File: config.mk
export PLATFORM = sky130hd
export DESIGN_NAME = hazard_scoreboard
export DESIGN_NICKNAME = d
export VERILOG_FILES = /design/src/rtl/hazard_scoreboard.sv
export SDC_FILE = /design/constraint.sdc
export NUM_CORES = 1
export LEC_CHECK = 0
export ABC_AREA = 1
export CORE_UTILIZATION = 35
export CTS_CLUSTER_SIZE = 20
export DETAILED_ROUTE_END_ITERATION = 8
export PLACE_DENSITY_LB_ADDON = 0.25
export SYNTH_ARGS = -nofsm -noshare
export SYNTH_HDL_FRONTEND = slang
export SYNTH_SLANG_ARGS = --single-unit
File: constraint.sdc
create_clock -name clk -period 3 [get_ports clk]
set_input_delay 0.45 -clock clk [delete_from_list [all_inputs] [get_ports clk]]
set_output_delay 0.45 -clock clk [all_outputs]
set_load 0.01 [all_outputs]
File: src/rtl/hazard_scoreboard.sv
// hazard_scoreboard: tracks the destination registers of the in-flight instructions after decode
// and produces operand-forwarding selects plus a load-use stall for the decode-stage instruction.
//
// Ports:
//   clk, rst                      clock and synchronous active-high reset
//   issue_valid/rd/regwrite/load  decode-stage instruction destination info
//   src_a/src_b, src_*_used       decode-stage source registers and read enables
//   flush                         kill the decode-stage instruction
//   stall                         hold PC and IF/ID, insert a bubble
//   fwd_a/fwd_b                   0 = regfile, k = forward from stage k
//   stall_cnt/fwd_cnt             statistics counters
//
// Optional feature: define HAZARD_SCOREBOARD_STATS_EN to build the saturating statistics
// counters; otherwise both counter outputs are tied to zero and no counter flops exist.
module hazard_scoreboard #(
  parameter int unsigned REG_BITS   = 5,
  parameter int unsigned DEPTH      = 3,
  parameter int unsigned LOAD_STAGE = 2,
  parameter int unsigned ZERO_REG   = 31,
  localparam int unsigned FW        = $clog2(DEPTH + 1)
) (
  input  logic                clk,
  input  logic                rst,
  input  logic                issue_valid,
  input  logic [REG_BITS-1:0] issue_rd,
  input  logic                issue_regwrite,
  input  logic                issue_load,
  input  logic [REG_BITS-1:0] src_a,
  input  logic [REG_BITS-1:0] src_b,
  input  logic                src_a_used,
  input  logic                src_b_used,
  input  logic                flush,
  output logic                stall,
  output logic [FW-1:0]       fwd_a,
  output logic [FW-1:0]       fwd_b,
  output logic [15:0]         stall_cnt,
  output logic [15:0]         fwd_cnt
);

  localparam logic [REG_BITS-1:0] ZeroReg = REG_BITS'(ZERO_REG);

  // Index i holds stage i+1 (EX, MEM, WB, ...).
  logic [DEPTH-1:0]               valid_q;
  logic [DEPTH-1:0][REG_BITS-1:0] rd_q;
  logic [DEPTH-1:0]               regwrite_q;
  logic [DEPTH-1:0]               load_q;

  logic hazard_a;
  logic hazard_b;
  logic issue_accept;

  // Scan oldest to youngest so the youngest matching producer overwrites older ones.
  always_comb begin
    fwd_a    = '0;
    fwd_b    = '0;
    hazard_a = 1'b0;
    hazard_b = 1'b0;
    for (int i = DEPTH - 1; i >= 0; i--) begin
      if (valid_q[i] && regwrite_q[i] && (rd_q[i] != ZeroReg) &&
          (rd_q[i] == src_a) && src_a_used) begin
        fwd_a    = FW'(i + 1);
        // Load data is not yet available before LOAD_STAGE.
        hazard_a = load_q[i] && ((i + 1) < int'(LOAD_STAGE));
      end
      if (valid_q[i] && regwrite_q[i] && (rd_q[i] != ZeroReg) &&
          (rd_q[i] == src_b) && src_b_used) begin
        fwd_b    = FW'(i + 1);
        hazard_b = load_q[i] && ((i + 1) < int'(LOAD_STAGE));
      end
    end
  end

  // Flush outranks stall: a killed instruction never stalls.
  assign stall        = (hazard_a || hazard_b) && issue_valid && !flush;
  assign issue_accept = issue_valid && !stall && !flush;

  always_ff @(posedge clk) begin
    for (int i = DEPTH - 1; i > 0; i--) begin
      valid_q[i]    <= valid_q[i-1];
      rd_q[i]       <= rd_q[i-1];
      regwrite_q[i] <= regwrite_q[i-1];
      load_q[i]     <= load_q[i-1];
    end
    valid_q[0]    <= issue_accept;
    rd_q[0]       <= issue_rd;
    regwrite_q[0] <= issue_regwrite;
    load_q[0]     <= issue_load;
    if (rst) begin
      valid_q <= '0;
    end
  end

`ifdef HAZARD_SCOREBOARD_STATS_EN
  logic [15:0] stall_cnt_q;
  logic [15:0] fwd_cnt_q;
  logic        fwd_event;

  assign fwd_event = !stall && issue_valid && !flush && ((fwd_a != '0) || (fwd_b != '0));

  always_ff @(posedge clk) begin
    if (rst) begin
      stall_cnt_q <= '0;
      fwd_cnt_q   <= '0;
    end else begin
      if (stall && (stall_cnt_q != 16'hFFFF)) begin
        stall_cnt_q <= stall_cnt_q + 16'd1;
      end
      if (fwd_event && (fwd_cnt_q != 16'hFFFF)) begin
        fwd_cnt_q <= fwd_cnt_q + 16'd1;
      end
    end
  end

  assign stall_cnt = stall_cnt_q;
  assign fwd_cnt   = fwd_cnt_q;
`else
  assign stall_cnt = '0;
  assign fwd_cnt   = '0;
`endif

endmodule

### Word-level counts from Yosys, hierarchy flattened

Index checks and enable logic that the tools add are counted.

* flip-flop bits (word level): 22
* input bits: 23
* output and inout bits: 37
* logic and storage cells: 48

* eq/ne operators: 9
* mux-type cells: 8
* reduce and logical (&&, ||, !) cells: 25

Operators by type and width (number)
* equality test 5 bit: 6
* logical AND 1 bit: 22
* inequality test 5 bit (second input constant): 3
* 2-to-1 mux 2 bit: 6
* zero test 1 bit: 2
* 2-to-1 mux 1 bit: 2
* logical OR 1 bit: 1

### Depth between registers and ports, before layout

* depth in word-level cells: 11
* gate-level depth with buffers: 8
* depth with buffers taken out: 8

### Worst setup path before layout

No wires, ideal clock.

* kind: in2out
* from: input port src_b[4]
* to: output port stall
* arrival: 1042 ps
* required time: 2550 ps
* slack: 1508 ps
* cell stages on the path: 7
* path buffers: 0
* path through: inv_1 -> nand2_1 -> nand2_1 -> nand2_1 -> nor2_2 -> nand3_2 -> a21oi_2

* longest elaborated chain between the ends: 7

Ends and longest elaborated chain
* start: declaration: line 29 `input logic [REG_BITS-1:0] src_b,`
* equality test 5 bit: line 66 `(rd_q[i] == src_b) && src_b_used) begin`
* logical AND 1 bit: line 65 `if (valid_q[i] && regwrite_q[i] && (rd_q[i] != ZeroReg) &&`
* logical AND 1 bit: line 66
* 2-to-1 mux 1 bit: line 65
* logical OR 1 bit: line 74 `assign stall = (hazard_a || hazard_b) && issue_valid && !flush;`
* logical AND 1 bit (2 in series): line 74
* end: declaration: line 33 `output logic stall,`

Every way passes these cells.

### Worst setup path in the final report

* from: input port src_b[0]
* to: output port stall

The elaborated chain is that of the path after synthesis.

==> impl_metrics.py <==
metrics = {
    "setup_path": {
        "crit_fanout": 5,
        "crit_path_start_kind": "input pin",
        "critPathRequiredTime_ns": 2.55,
        "critPathKind": "in -> out",
        "cp-end-kind": "primary output",
        "cp.arrival_ns": 2.21,
    },
    "cts": {
        "clk_pin_slew_ns": 0.07,
        "h-tree-depth": 1,
        "cts_num_sinks": 22,
        "clock_latency_ns": 0.26,
        "cts_repair_resize_count": 0,
        "tritoncts": "done",
        "post-cts-setup-buffer-count": 0,
        "cts_made_buffers": 3,
        "cts_buffer_depth": 2,
        "clockRootBuffer": "clkbuf_8",
        "hold_buffers": 0,
    },
    "timing": {
        "clock_skew_ns": 0.001667,
        "setup_tns_ns": 0,
        "setup_violations": 0,
        "hold_violations": 0,
        "finalCritPeriodShare": 0.8863,
        "maxSlewViolCount": 0,
        "whs_ns": 0.3556,
        "layout_setup_ws_ns": 0.3410,
        "period_needed_ns": 2.659,
        "fmax_ghz": 0.3761,
        "rsz0062_at_grt": "no",
    },
    "die": {
        "start_util": 0.3650,
        "die_h_um": 63.79,
        "die-area_sq_um": 4069,
        "pin_count": 60,
        "rows": 22,
        "core_sq_um": 3661,
        "fp.dieW_um": 63.79,
    },
    "logic_synthesis": {
        "synth_top_cell_area_share": 0.3296,
        "ys_top_cells_by_area": "dfxtp_1 (33%), buf_4 (18%), nand2_1 (13%)",
        "async_flop_share": 0,
        "synthDistinctLibCells": 20,
        "synth_cells": 195,
        "ys_ff_latch": 22,
        "synth_edf_count": 0,
        "ys.flop_type": "dfxtp_1",
        "ys_warn_count": 0,
        "synth.largest_area_cell": "dfxtp_1",
        "synth.most_common_cell": "nand2_1",
        "syn_avg_cell_area_sq_um": 6.853,
        "syn_area_sq_um": 1336,
        "synth_commonest_cells": "nand2_1 (45), buf_4 (32), inv_1 (25)",
        "ys_seq_area_frac": 0.3296,
    },
    "grt": {
        "track_usage": 0.1440,
        "overflow": 0,
        "grt_start_max_net_pins": 13,
        "grt_pass1_wl_um": 4409,
        "grt_pass1_vias": 945,
        "antenna_found_initial": 0,
    },
    "power_and_ir_drop": {
        "p_total_uw": 643.2,
        "ir_drop_uv": 336.3,
        "leakage_uw": 0.0008007,
        "power_density_nw_per_um2": 402.6,
    },
    "worst_hold_path": {
        "hp-class": "reg -> reg",
    },
    "final_layout": {
        "fin_nets": 249,
        "drive_above_1_share": 0.05778,
        "syn_to_final_growth_pct": 19.57,
        "diodes": 0,
        "nFillCells": 384,
    },
    "placed_design": {
        "portBuffers": 27,
        "gp_congestion": 0.9664,
        "pre_cts_ws_ns": 0.3470,
        "hpwl_um": 2271,
    },
    "drt": {
        "firstDrtPassIters": 4,
        "drt_wl_total_um": 2682,
        "postRouteAntennaNets": 0,
        "vias": 1113,
        "viasPerCell": 4.077,
        "drc": 0,
        "wl_per_cell_um": 9.824,
        "detail_route.iter0.violations": 27,
    },
    "job": {
        "cap_violations": 0,
    },
    "status": {
        "outcome": "finished clean",
    },
}
## state kept, by name, indices dropped and copies added (netlist names)
name and cells:
load_q 1, regwrite_q 3, valid_q 3, rd_q 15
## report_power, final
part | switching (uW) | internal, uW | total (uW) | leakage [uW]
logic | 65.3 | 48.2 | 113 | 0.000587
clock network | 92.7 | 117 | 210 | 0.0000288
registers | 13.4 | 307 | 320 | 0.000185
## final timing paths
kind	from	endpoint	slack, ns	cells after the start
worst min-delay path	regwrite_q[0]	regwrite_q[1]	0.36	0
worst min register to register	regwrite_q[0]	regwrite_q[1]	0.36	0
worst max-delay path	src_b[0]	stall	0.34	8
worst max register to register	rd_q[1]	valid_q[0]	1.86	7
## critical path: stages
cell             delay (ns)
clkdlybuf4s50_1        0.60
inv_2                  0.08
nand2_2                0.06
nand3_2                0.07
nor2_2                 0.11
nand3_2                0.12
a21oi_2                0.17
clkdlybuf4s50_1        0.55
## layer usage
metal / global-route usage / vias up / share of wire
met1: 0.1965 / 457 / 0.48
met5: 0 / - / 0
met3: 0.02143 / 4 / 0.060
met2: 0.2247 / 56 / 0.45
li1: - / 596 / -
met4: 0.05966 / 0 / 0.018
## cell type report
cell class | instances | area (sq um) | share of cell area
inverter | 26 | 97.59 | 0.06108
tap | 48 | 60.06 | 0.03759
multi-input combinational | 146 | 674.4 | 0.4221
timing repair buffer | 27 | 270.3 | 0.1691
clock buffer | 4 | 55.05 | 0.03446
sequential | 22 | 440.4 | 0.2756
## kinds of logic after synthesis
family / Yosys count / share of synthesized area
AO/OA/AOI/OAI: 20 / 0.08801
buffers and inverters: 58 / 0.2528
AND/OR/NAND/NOR: 87 / 0.2809
XOR/XNOR: 7 / 0.04588
other: 1 / 0.002806
flip-flops: 22 / 0.3296
## placed cells by master (no fill, tap or decap)
| cell type | n |
|---|---|
| nand2_2 | 1 |
| o21ai_0 | 10 |
| a21boi_1 | 2 |
| conb_1 | 32 |
| nand4_1 | 4 |
| dfxtp_1 | 22 |
| a21oi_2 | 2 |
| nand3_1 | 7 |
| nand3_2 | 3 |
| nor2_2 | 2 |
| xor2_1 | 7 |
| nand3b_1 | 1 |
| nor2_1 | 24 |
| clkdlybuf4s50_1 | 27 |
| o22ai_1 | 2 |
| clkbuf_8 | 4 |
| nand2_1 | 45 |
| inv_1 | 25 |
| inv_2 | 1 |
| a21boi_0 | 1 |
| a21oi_1 | 3 |
## metrics by stage
stage	utilization	area, sq um	std cells
floorplan	-	1453	226
global placement	0.4214	1543	269
detailed placement	0.4214	1543	269
CTS	0.4364	1598	273
global route	0.4364	1598	273
finish	0.4364	1598	273
(Power assumes the default switching activity.)
